**src/rtl/cpu_pkg.sv**
```systemverilog
// Shared definitions for the pipeline control slice: data-bus FSM states,
// segment-register indices and the counter width helper.
package cpu_pkg;

  typedef enum logic [1:0] {
    D_IDLE = 2'd0,
    D_ADDR = 2'd1,
    D_DATA = 2'd2
  } dstate_t;

  localparam int SEG_IF_ID = 0;
  localparam int SEG_ID_EX = 1;
  localparam int SEG_EX_EC = 2;
  localparam int SEG_EC_WB = 3;
  localparam int NUM_SEG   = 4;

  function automatic int cnt_width(input int max_val);
    return $clog2(max_val + 1);
  endfunction

endpackage

```
**src/rtl/inst_track.sv**
```systemverilog
// Instruction-bus bookkeeping: counts in-flight fetches and marks returns that
// belong to fetches cancelled by a pipeline flush.
module inst_track
  import cpu_pkg::*;
#(
  parameter int MAX_OUTST = 2,
  parameter int CW        = cnt_width(MAX_OUTST)
) (
  input  logic clk,
  input  logic resetn,
  input  logic if_req,
  input  logic inst_addr_ok,
  input  logic inst_data_ok,
  input  logic flush,
  output logic inst_discard,
  output logic outst_full
);

  localparam logic [CW-1:0] MAX_C = CW'(MAX_OUTST);
  localparam logic [CW-1:0] ONE_C = CW'(1);

  logic [CW-1:0] outst_cnt, outst_nxt, cancel_cnt;
  logic          inc, dec;

  assign dec = inst_data_ok & (outst_cnt != '0);
  assign inc = if_req & inst_addr_ok & ((outst_cnt != MAX_C) | dec);

  always_comb begin
    outst_nxt = outst_cnt;
    if (inc & ~dec)
      outst_nxt = outst_cnt + ONE_C;
    else if (dec & ~inc)
      outst_nxt = outst_cnt - ONE_C;
  end

  assign inst_discard = inst_data_ok & (cancel_cnt != '0);
  assign outst_full   = (outst_cnt == MAX_C) & ~inst_data_ok;

  // On a flush every fetch still in flight after this cycle is stale,
  // including one accepted this cycle but not one that returned this cycle.
  always_ff @(posedge clk or negedge resetn) begin
    if (!resetn) begin
      outst_cnt  <= '0;
      cancel_cnt <= '0;
    end else begin
      outst_cnt <= outst_nxt;
      if (flush)
        cancel_cnt <= outst_nxt;
      else if (inst_discard)
        cancel_cnt <= cancel_cnt - ONE_C;
    end
  end

endmodule

```
**src/rtl/pipe_ctrl.sv**
```systemverilog
// Stall/flush controller for the IF-ID-EX-EC-WB pipeline with EC data-bus sequencing.
// Define PIPE_CTRL_PERF_EN to add per-source stall/flush event counters.
//
// state  | meaning
// D_IDLE | no data access in flight
// D_ADDR | data request presented, waiting for data_addr_ok
// D_DATA | request accepted, waiting for data_data_ok
module pipe_ctrl
  import cpu_pkg::*;
#(
  parameter int MAX_OUTST = 2
) (
  input  logic       clk,
  input  logic       resetn,
  input  logic       if_req,
  input  logic       inst_addr_ok,
  input  logic       inst_data_ok,
  input  logic       ec_data_req,
  input  logic       data_addr_ok,
  input  logic       data_data_ok,
  input  logic       id_load_use,
  input  logic       ex_busy,
  input  logic       ec_exc,
  input  logic       ec_eret,
  output logic       if_id_stall,
  output logic       id_ex_stall,
  output logic       ex_ec_stall,
  output logic       ec_wb_stall,
  output logic       if_id_refresh,
  output logic       id_ex_refresh,
  output logic       ex_ec_refresh,
  output logic       ec_wb_refresh,
  output logic       pc_stall,
  output logic       pc_redirect,
  output logic       inst_discard,
  output logic       data_req_valid,
  output logic [1:0] ctrl_state
`ifdef PIPE_CTRL_PERF_EN
  ,
  output logic [31:0] perf_mem_stall,
  output logic [31:0] perf_ex_stall,
  output logic [31:0] perf_lu_stall,
  output logic [31:0] perf_flush
`endif
);

  dstate_t            state, state_nxt;
  logic               flush_pend;
  logic               flush_req, in_flight, txn_done, flush_now, mem_wait;
  logic               fetch_wait, discard_c, outst_full;
  logic               pc_stall_c, pc_redirect_c;
  logic [NUM_SEG-1:0] seg_stall, seg_refresh, stall_eff;

  inst_track #(.MAX_OUTST(MAX_OUTST)) u_inst_track (
    .clk          (clk),
    .resetn       (resetn),
    .if_req       (if_req),
    .inst_addr_ok (inst_addr_ok),
    .inst_data_ok (inst_data_ok),
    .flush        (flush_now),
    .inst_discard (discard_c),
    .outst_full   (outst_full)
  );

  // A flush is held off while an accepted data access has yet to return,
  // so the bus transaction is never torn.
  assign in_flight = ((state == D_ADDR) & data_addr_ok & ~data_data_ok)
                   | ((state == D_DATA) & ~data_data_ok);
  assign txn_done  = ((state == D_DATA) & data_data_ok)
                   | ((state == D_ADDR) & data_addr_ok & data_data_ok);
  assign flush_req = ec_exc | ec_eret | flush_pend;
  assign flush_now = flush_req & ~in_flight;
  assign mem_wait  = (state == D_IDLE) ? ec_data_req : ~txn_done;
  assign fetch_wait = ~inst_data_ok | discard_c;

  always_comb begin
    state_nxt = state;
    case (state)
      D_IDLE: if (ec_data_req & ~flush_now) state_nxt = D_ADDR;
      D_ADDR: begin
        if (data_addr_ok)
          state_nxt = data_data_ok ? D_IDLE : D_DATA;
        else if (flush_now)
          state_nxt = D_IDLE;
      end
      D_DATA: if (data_data_ok) state_nxt = D_IDLE;
      default: state_nxt = D_IDLE;
    endcase
  end

  always_ff @(posedge clk or negedge resetn) begin
    if (!resetn) begin
      state      <= D_IDLE;
      flush_pend <= 1'b0;
    end else begin
      state      <= state_nxt;
      flush_pend <= flush_req & ~flush_now;
    end
  end

  always_comb begin
    seg_stall     = '0;
    seg_refresh   = '0;
    pc_stall_c    = 1'b0;
    pc_redirect_c = 1'b0;
    if (flush_now) begin
      seg_refresh   = '1;
      pc_redirect_c = 1'b1;
    end else begin
      if (mem_wait) begin
        pc_stall_c             = 1'b1;
        seg_stall[SEG_IF_ID]   = 1'b1;
        seg_stall[SEG_ID_EX]   = 1'b1;
        seg_stall[SEG_EX_EC]   = 1'b1;
        seg_refresh[SEG_EC_WB] = 1'b1;
      end else if (ex_busy) begin
        pc_stall_c             = 1'b1;
        seg_stall[SEG_IF_ID]   = 1'b1;
        seg_stall[SEG_ID_EX]   = 1'b1;
        seg_refresh[SEG_EX_EC] = 1'b1;
      end else if (id_load_use) begin
        pc_stall_c             = 1'b1;
        seg_stall[SEG_IF_ID]   = 1'b1;
        seg_refresh[SEG_ID_EX] = 1'b1;
      end else if (fetch_wait) begin
        pc_stall_c             = 1'b1;
        seg_refresh[SEG_IF_ID] = 1'b1;
      end
      if (outst_full)
        pc_stall_c = 1'b1;
    end
  end

  assign stall_eff = seg_stall & ~seg_refresh;

  // Controls are forced low while reset is asserted, independent of inputs.
  assign if_id_stall    = resetn & stall_eff[SEG_IF_ID];
  assign id_ex_stall    = resetn & stall_eff[SEG_ID_EX];
  assign ex_ec_stall    = resetn & stall_eff[SEG_EX_EC];
  assign ec_wb_stall    = resetn & stall_eff[SEG_EC_WB];
  assign if_id_refresh  = resetn & seg_refresh[SEG_IF_ID];
  assign id_ex_refresh  = resetn & seg_refresh[SEG_ID_EX];
  assign ex_ec_refresh  = resetn & seg_refresh[SEG_EX_EC];
  assign ec_wb_refresh  = resetn & seg_refresh[SEG_EC_WB];
  assign pc_stall       = resetn & pc_stall_c;
  assign pc_redirect    = resetn & pc_redirect_c;
  assign inst_discard   = resetn & discard_c;
  assign data_req_valid = resetn & (state == D_ADDR);
  assign ctrl_state     = state;

`ifdef PIPE_CTRL_PERF_EN
  logic src_mem, src_ex, src_lu;

  assign src_mem = ~flush_now & mem_wait;
  assign src_ex  = ~flush_now & ~mem_wait & ex_busy;
  assign src_lu  = ~flush_now & ~mem_wait & ~ex_busy & id_load_use;

  always_ff @(posedge clk or negedge resetn) begin
    if (!resetn) begin
      perf_mem_stall <= '0;
      perf_ex_stall  <= '0;
      perf_lu_stall  <= '0;
      perf_flush     <= '0;
    end else begin
      if (src_mem)   perf_mem_stall <= perf_mem_stall + 32'd1;
      if (src_ex)    perf_ex_stall  <= perf_ex_stall + 32'd1;
      if (src_lu)    perf_lu_stall  <= perf_lu_stall + 32'd1;
      if (flush_now) perf_flush     <= perf_flush + 32'd1;
    end
  end
`endif

endmodule

```
**config.mk**
```make
export PLATFORM = sky130hd
export DESIGN_NAME = pipe_ctrl
export DESIGN_NICKNAME = d
export VERILOG_FILES = /design/src/rtl/cpu_pkg.sv /design/src/rtl/inst_track.sv /design/src/rtl/pipe_ctrl.sv
export SDC_FILE = /design/constraint.sdc
export NUM_CORES = 1
export LEC_CHECK = 0
export ABC_AREA = 1
export CAP_MARGIN = 40
export CORE_MARGIN = 3
export CORE_UTILIZATION = 37
export CTS_CLUSTER_DIAMETER = 150
export DETAILED_ROUTE_END_ITERATION = 7
export GPL_TIMING_DRIVEN = 0
export PLACE_DENSITY = 0.73
export SLEW_MARGIN = 20
export SYNTH_ARGS = -nofsm -noshare
export SYNTH_HDL_FRONTEND = slang
export SYNTH_SLANG_ARGS = --single-unit
```
**constraint.sdc**
```tcl
create_clock -name clk -period 1.2 [get_ports clk]
set_clock_uncertainty 0.05 [all_clocks]
set_input_delay 0.24 -clock clk [delete_from_list [all_inputs] [get_ports clk]]
set_output_delay 0.24 -clock clk [all_outputs]
set_load 0.005 [all_outputs]
```
# --- Word-level counts from Yosys, hierarchy flattened ---
# Index checks and enable logic that the tools add are counted.
# Widths: inputs -> output; s select.
word_totals:
  ff_bits: 7
classes:
  n_addsub: 3
  eq_ne: 7
  n_mux: 28
  n_bitwise: 42
  n_reduce_logical: 5
op_table:
  columns: ["operator", "count"]
  rows:
  - ["$and 1x1->1", 27]
  - ["$mux 2", 11]
  - ["$mux 1", 13]
  - ["$not 1->1", 7]
  - ["$mux 3", 2]
  - ["$or 1x1->1", 6]
  - ["$pmux 2 s3", 1]
  - ["$reduce_bool 2->1", 3]
  - ["$and 3x4->4", 1]
  - ["$eq 2x2->1 const B", 2]
  - ["$mux 4", 1]
  - ["$ne 2x2->1 const B", 2]
  - ["$not 4->4", 1]
  - ["$sub 2x1->2 const B", 2]
  - ["$ne 3x3->1 const B", 1]
  - ["$reduce_and 3->1", 1]
  - ["$add 2x1->2 const B", 1]
  - ["$eq 2x1->1 const B", 1]
  - ["$logic_not 2->1", 1]
  - ["$ne 2x1->1 const B", 1]

# --- Logic depth before layout (Yosys ltp) ---
# Gate-level depths: netlist of the first run.
depth:
  depth_word: 11
  depth_mapped: 10
  ltp_nobuf: 10

# --- By module ---
# From an unflattened synthesis of the first run, not the netlist that was laid out.
unflattened:
  hier_cells: 103
  area_unflattened_um2: 683.2
by_module_without_submodules:
  columns: ["module", "instances", "cells_per_inst", "area_each_um2", "seq_area_each_um2"]
  rows:
  - ["pipe_ctrl", 1, 60, 372.9, 75.1]
  - ["inst_track", 1, 43, 310.3, 100.1]

# --- Worst setup path before layout of the first run ---
# No wires, ideal clock.
synth_path:
  path_kind: "register -> output"
  startpoint: "register state[0], in the netlist ctrl_state[0]"
  endpoint: "output id_ex_refresh"
  t_arrival_ns: 0.994
  required_ns: 0.910
  path_slack_ns: -0.084
  stages_incl_launch_ff: 8
  n_path_buf: 0
  path_cell_list: "dfrtp_1 -> inv_2 -> nor2_2 -> nand2_4 -> nand3_4 -> nor2_4 -> inv_2 -> nand2_1"
synth_between:
  elab_chain_len: 9
  word_cells_on_any_way: 17
synth_lines:
  columns: ["element", "line", "rtl"]
  rows:
  - ["start: declaration", "pipe_ctrl.sv:47", "dstate_t state, state_nxt;"]
  - ["start signal: assignment", "pipe_ctrl.sv:96", "state <= state_nxt;"]
  - ["$eq 2x1->1", "pipe_ctrl.sv:67, pipe_ctrl.sv:70", null]
  - ["$and 1x1->1", "pipe_ctrl.sv:67, pipe_ctrl.sv:70", null]
  - ["$and 1x1->1", "pipe_ctrl.sv:70", "| ((state == D_ADDR) & data_addr_ok & data_data_ok);"]
  - ["$or 1x1->1", "pipe_ctrl.sv:70", null]
  - ["$not 1->1", "pipe_ctrl.sv:73", "assign mem_wait = (state == D_IDLE) ? ec_data_req : ~txn_done;"]
  - ["$mux 1", "pipe_ctrl.sv:73", null]
  - ["$mux 3", "pipe_ctrl.sv:110", "if (mem_wait) begin"]
  - ["$mux 4 (*)", "pipe_ctrl.sv:106", "if (flush_now) begin"]
  - ["$and 1x1->1 (*)", "pipe_ctrl.sv:142", "assign id_ex_refresh = resetn & seg_refresh[SEG_ID_EX];"]
  - ["end: declaration", "pipe_ctrl.sv:30", "output logic id_ex_refresh,"]
# Every way passes the cells marked *; elsewhere a longest branch is shown, timed or not.

# --- Worst setup path after layout of the first run ---
layout_path:
  startpoint: "register state[1], in the netlist ctrl_state[1]"
  endpoint: "output id_ex_stall"
layout_between:
  elab_chain_len: 11
  word_cells_on_any_way: 21
layout_lines:
  columns: ["element", "line", "rtl"]
  rows:
  - ["$eq 2x1->1", "pipe_ctrl.sv:67, pipe_ctrl.sv:70", null]
  - ["$and 1x1->1", "pipe_ctrl.sv:67, pipe_ctrl.sv:70", null]
  - ["$and 1x1->1", "pipe_ctrl.sv:70", null]
  - ["$or 1x1->1", "pipe_ctrl.sv:70", null]
  - ["$not 1->1", "pipe_ctrl.sv:73", null]
  - ["$mux 1", "pipe_ctrl.sv:73", null]
  - ["$mux 3", "pipe_ctrl.sv:110", null]
  - ["$mux 4", "pipe_ctrl.sv:106", null]
  - ["$not 4->4", "pipe_ctrl.sv:134", "assign stall_eff = seg_stall & ~seg_refresh;"]
  - ["$and 3x4->4 (*)", "pipe_ctrl.sv:134", null]
  - ["$and 1x1->1 (*)", "pipe_ctrl.sv:138", "assign id_ex_stall = resetn & stall_eff[SEG_ID_EX];"]
  - ["end: declaration", "pipe_ctrl.sv:26", "output logic id_ex_stall,"]
# Marks and branches as above.

==> flow_summary.toml, run 1 <==
[run_status]
status = "finished, violations left"
violations = "negative setup slack"

[place]
dp_slack_ns = -1.16
dp_hpwl_mm = 1.09
placed_cell_area_sq_um = 897
place_inst = 133
gp_congestion = 0.755
portBuffers = 24

[logic_synthesis]
synth_area_leaders = "dfrtp_1 28%, nand2_1 15%, inv_1 8.9%"
synthTopCellsByCount = "26 x nand2_1, 15 x inv_1, 10 x nand3_1"
synth_warnings = 0
synth_most_common_cell = "nand2_1"
syn-num-nets = 108
async_flop_share = 1.00
synth_compound_area_frac = 0.0433
synth_edf_count = 0
ys_seq_elements = 7
yosysUniqueCellTypes = 20
yosysTopAreaCellShare = 0.276
synthesis.area_sq_um = 636
synth.avg_cell_area_sq_um = 6.83
yosysSeqAreaShare = 0.276
synthAdderAreaFrac = 0.0591
synth_xor_area_frac = 0.0138
synth-main-ff-cell = "dfrtp_1"
synth_area_leader_cell = "dfrtp_1"
muxShareOfSynthArea = 0
synth_cells = 93
synth_top_family_by_area = "simple AND/OR/NAND/NOR gates"
synth_simple_gate_area_frac = 0.484

[timing]
whs_ns = 0.420
fmax_ghz = 0.572
finalHoldViolations = 0
rsz0062_at_grt = "yes"
drv_slew = 0
period_needed_ns = 1.75
min_period_over_period = 1.46
setup_viol = 18
setup_slack_ns = -0.549

[run]
cap_viol_max_count = 0

[detailed_routing]
num_vias = 794
first_pass_iters = 4
viasPerCell = 5.09
totalWireLength_mm = 2.18
drt_iter0_markers = 10
route.detailed.drc = 0
postRouteAntennaNets = 0
drt-wirelength-per-cell_um = 14.0

[clock_network]
htree_num_levels = 1
cts_root_buf = "clkbuf_4"
cts_sinks = 7
clockBufferDepth = 2
clkTransAtPathRegs_ns = 0.05
numCtsBuffers = 3
tritoncts = "yes"
clk_latency_ns = 0.25

[floorplan]
start_util = 0.408
dieArea_sq_mm = 0.00225
core_sq_mm = 0.00156
io_pins = 26
die_height_um = 47.4
rows = 14
die_x_um = 47.4

[global_routing]
grt_start_max_net_pins = 8
grt_antenna_before_repair = 0
busiest_layer = "met2"
use_met2 = 0.302
met3_usage = 0.0113
gr-total-overflow = 0
use_met1 = 0.202
track_usage = 0.172
grt_pass1_wl_mm = 2.73
grt_pass1_vias = 664

[final_layout]
syn_to_final_growth_pct = 80.3
stdcell_area_sq_mm = 0.00115
layout.cells.non_filler = 156
antenna_cells = 0
fillers = 98
ff_latch_area_sq_um = 176
nNetsFinal = 156
multi_input_area_sq_um = 493
drive_gt1_frac = 0.536

[setup_path]
crit_path_cell_trace = "inv_2 -> nand4_1 -> nand3_4 -> buf_4 -> a21oi_2 -> buf_2"
cp_max_fo = 7
critical-path-slowest-cell = "dfrtp_2"
required_ns = 0.91
arrival_ns = 1.46
criticalPathCategory = "flip-flop to primary output"
critPathMaxStageDelay_ns = 0.51
end_kind = "primary output"
startpoint_type = "flip-flop"

[pwr]
power_density_mw_per_mm2 = 1390
leakagePower_uw = 0.000626
vdd_drop_max_mv = 1.16

[hold_path]
hold_class = "input port to flip-flop"
## through the flow
step / total power (uW) / utilization / setup TNS [ns]
floorplan: 790 / - / -0.513
global placement: 972 / 0.575 / -13.40
detailed placement: 992 / 0.575 / -13.45
CTS: 1360 / 0.677 / -5.61
global route: 1730 / 0.735 / -7.04
finish: 1600 / 0.735 / -5.79
## worst max-delay path: cells and delay by family, from the launching register on
family                 cells  cell delay [ns]
AOI/OAI and AO/OA          1             0.11
buffers and inverters      3             0.34
DFF                        1             0.51
and+or+nand+nor            2             0.24
## routing by layer
layer / up-vias / share of wire / routed length [um]
li1: 387 / - / -
met3: 9 / 0.048 / 105
met4: 0 / 0.039 / 86
met2: 26 / 0.52 / 1140
met1: 372 / 0.39 / 844
met5: - / 0 / 0
## sequential cells by signal, indices dropped and copies added, names as in the netlist
name                     flops
ctrl_state                   2
flush_pend                   1
u_inst_track.cancel_cnt      2
u_inst_track.outst_cnt       2
## where the power goes
group | switching, uW | leakage (uW) | internal [uW] | total (uW)
sequential | 56.0 | 0.0000850 | 315 | 371
combinational | 526 | 0.000526 | 484 | 1010
clock | 88.5 | 0.0000150 | 127 | 216
total | 670 | 0.000626 | 926 | 1600
## area by class of cell
type                       instances  area share
inverter                          18      0.0611
sequential                         7       0.154
multi-input combinational         67       0.430
tap                               16      0.0175
buffer                             1     0.00655
timing repair buffer              43       0.308
clock buffer                       4      0.0229
## path summary, 6_finish.rpt
path,from,cells after the start,to,slack (ns)
setup reg to reg,ctrl_state[1],8,u_inst_track.cancel_cnt[0],-0.19
hold / removal,data_addr_ok,4,ctrl_state[0],0.42
hold reg to reg,u_inst_track.outst_cnt[0],3,u_inst_track.cancel_cnt[0],0.54
max in group asynchronous,resetn,2,ctrl_state[1],0.27
min in group asynchronous,resetn,2,u_inst_track.cancel_cnt[1],0.57
setup / recovery,ctrl_state[1],6,id_ex_stall,-0.55
## timing repair
item	4_1_cts	5_1_grt
setup endpoints to repair	17	18
gates resized for setup	75	21
endpoints found under the hold margin	7	0
setup buffers	13	6
hold buffers	1	0
pin swaps	13	10
cloned	0	0
## cells by family after synthesis
family / Yosys count
other cells: 1
flops: 7
buf+inv: 19
xor+xnor: 1
simple gates: 58
compound gates: 4
fa+ha+maj: 3
## cell usage in the layout, fill, tap and decap left out, drive strengths merged
cell / count
buf: 30
nand2: 28
inv: 18
nand3: 12
nor2: 10
clkdlybuf4s50: 7
dfrtp: 7
clkbuf: 5
nand4: 4
a21oi: 4
dlygate4sd2: 3
ha: 3
nor3: 2
and2: 1
nand3b: 1
xor2: 1
conb: 1
dlygate4sd3: 1
dlymetal6s2s: 1
clkdlybuf4s18: 1
Power figures use the tool's default switching activity.
==> run 2, diff against run 1 <==
SKIP_LAST_GASP = 1   (was unset)
SLEW_MARGIN = unset   (was 20)
==> run 2 against run 1 <==
Compared with the run above:
- the flow still finishes with violations (negative setup slack)
- sequential power about the same
- non-clock buffer count unchanged
- routed wire length down 2.3%
- final cell count unchanged
- sequential share of layout area unchanged
- highest routed layer unchanged
==> flow_summary.toml, run 2 (synthesis gave the netlist of run 1 again) <==
[timing]
period_needed_ns = 1.75
rsz0062_at_grt = "yes"
fmax_ghz = 0.573
whs_ns = 0.412
finalHoldViolations = 0
setup_slack_ns = -0.546
min_period_over_period = 1.46
setup_viol = 19
drv_slew = 0

[final_layout]
fillers = 93
syn_to_final_growth_pct = 80.3
nNetsFinal = 156
antenna_cells = 0
final_cell_mix = "20 x nand2_1, 13 x buf_4, 10 x inv_2, 10 x buf_2"
final_util = 0.735
final_common_cell = "nand2_1"
drive_gt1_frac = 0.536

[hold_path]
hold_class = "input port to flip-flop"
holdPathStages = 4

[setup_path]
arrival_ns = 1.46
startpoint_type = "flip-flop"
rr_worst_depth = 8
required_ns = 0.91
cp_max_fo = 7
end_kind = "primary output"
criticalPathCategory = "flip-flop to primary output"

[floorplan]
die_height_um = 47.4
start_util = 0.408
io_pins = 26
die_x_um = 47.4
core_sq_mm = 0.00156
dieArea_sq_mm = 0.00225
rows = 14

[detailed_routing]
num_vias = 776
drt_iter0_markers = 7
postRouteAntennaNets = 0
totalWireLength_mm = 2.13
drt-wirelength-per-cell_um = 13.7
route.detailed.drc = 0
viasPerCell = 4.97
first_pass_iters = 4

[place]
portBuffers = 24
dp_slack_ns = -1.16
gp_congestion = 0.755
dp_hpwl_mm = 1.09

[clock_network]
numCtsBuffers = 3
htree_num_levels = 1
tritoncts = "yes"
cts_sinks = 7
clockBufferDepth = 2
clk_latency_ns = 0.25
clkTransAtPathRegs_ns = 0.05
cts_root_buf = "clkbuf_4"

[global_routing]
grt_antenna_before_repair = 0
track_usage = 0.167
grt_pass1_vias = 661
grt_start_max_net_pins = 8
gr-total-overflow = 0
grt_pass1_wl_mm = 2.64

[run_status]
violations = "negative setup slack"
status = "finished, violations left"

[run]
cap_viol_max_count = 0

[pwr]
pwr-share-clk = 0.135
switching_power_uw = 670
p_sw_frac = 0.417
leakagePower_uw = 0.000626
combPwrFrac = 0.632
p_int_uw = 936
power_density_mw_per_mm2 = 1400
vdd_drop_max_mv = 1.23
p_seq_frac = 0.232
## run 2: worst max-delay path, cell delays in order, from the launching register on
cell     delay [ns]
dfrtp_2        0.50
inv_2          0.07
nand4_1        0.12
nand3_4        0.13
buf_4          0.16
a21oi_2        0.11
buf_2          0.12
## run 2: layout make-up
type	instances	area, sq um	share of cell area
well taps	16	20.0	0.0175
clock buffers	4	26.3	0.0229
repair buffers	43	353	0.308
flip-flops and latches	7	176	0.154
inverters	18	70.1	0.0611
plain buffers	1	7.51	0.00655
multi-input cells	67	493	0.430
## run 2: final timing paths
kind                                         endpoint                      start  slack [ns]
max                                       id_ex_stall              ctrl_state[1]       -0.55
min                                     ctrl_state[0]               data_addr_ok        0.41
max reg2reg                u_inst_track.cancel_cnt[0]              ctrl_state[1]       -0.19
min reg2reg                u_inst_track.cancel_cnt[0]  u_inst_track.outst_cnt[0]        0.54
max in group asynchronous               ctrl_state[1]                     resetn        0.25
min in group asynchronous  u_inst_track.cancel_cnt[1]                     resetn        0.58
## run 2: stage by stage
step	total power (uW)	cell area (sq um)	setup TNS [ns]	std cells
3_3_place_gp	972	897	-13.40	133
2_1_floorplan	790	637	-0.513	93
4_1_cts	1320	1040	-5.62	151
3_5_place_dp	992	897	-13.45	133
6_report	1610	1150	-5.65	156
5_1_grt	1730	1150	-6.82	156
## run 2: what timing repair did
| action | 4_1_cts | 5_1_grt |
|---|---|---|
| setup buffers | 13 | 6 |
| pin swaps | 13 | 12 |
| resized for setup | 72 | 24 |
| hold buffers | 1 | 0 |
| endpoints found under the setup margin | 17 | 18 |
| hold endpoints to repair | 7 | 0 |
## run 2: power groups by stage
stage | combinational [uW] | clock [uW] | sequential, uW
2_1_floorplan | 440 | 0 | 349
3_3_place_gp | 617 | 0 | 354
3_5_place_dp | 636 | 0 | 357
4_1_cts | 741 | 223 | 358
5_1_grt | 1120 | 234 | 382
6_report | 1020 | 218 | 373
## run 2: per-layer routing
metal | track usage | up-vias | wire [um]
met4 | 0.122 | 0 | 96
met5 | 0 | - | 0
met1 | 0.193 | 359 | 822
met2 | 0.289 | 24 | 1120
met3 | 0.0113 | 9 | 95
li1 | - | 384 | -
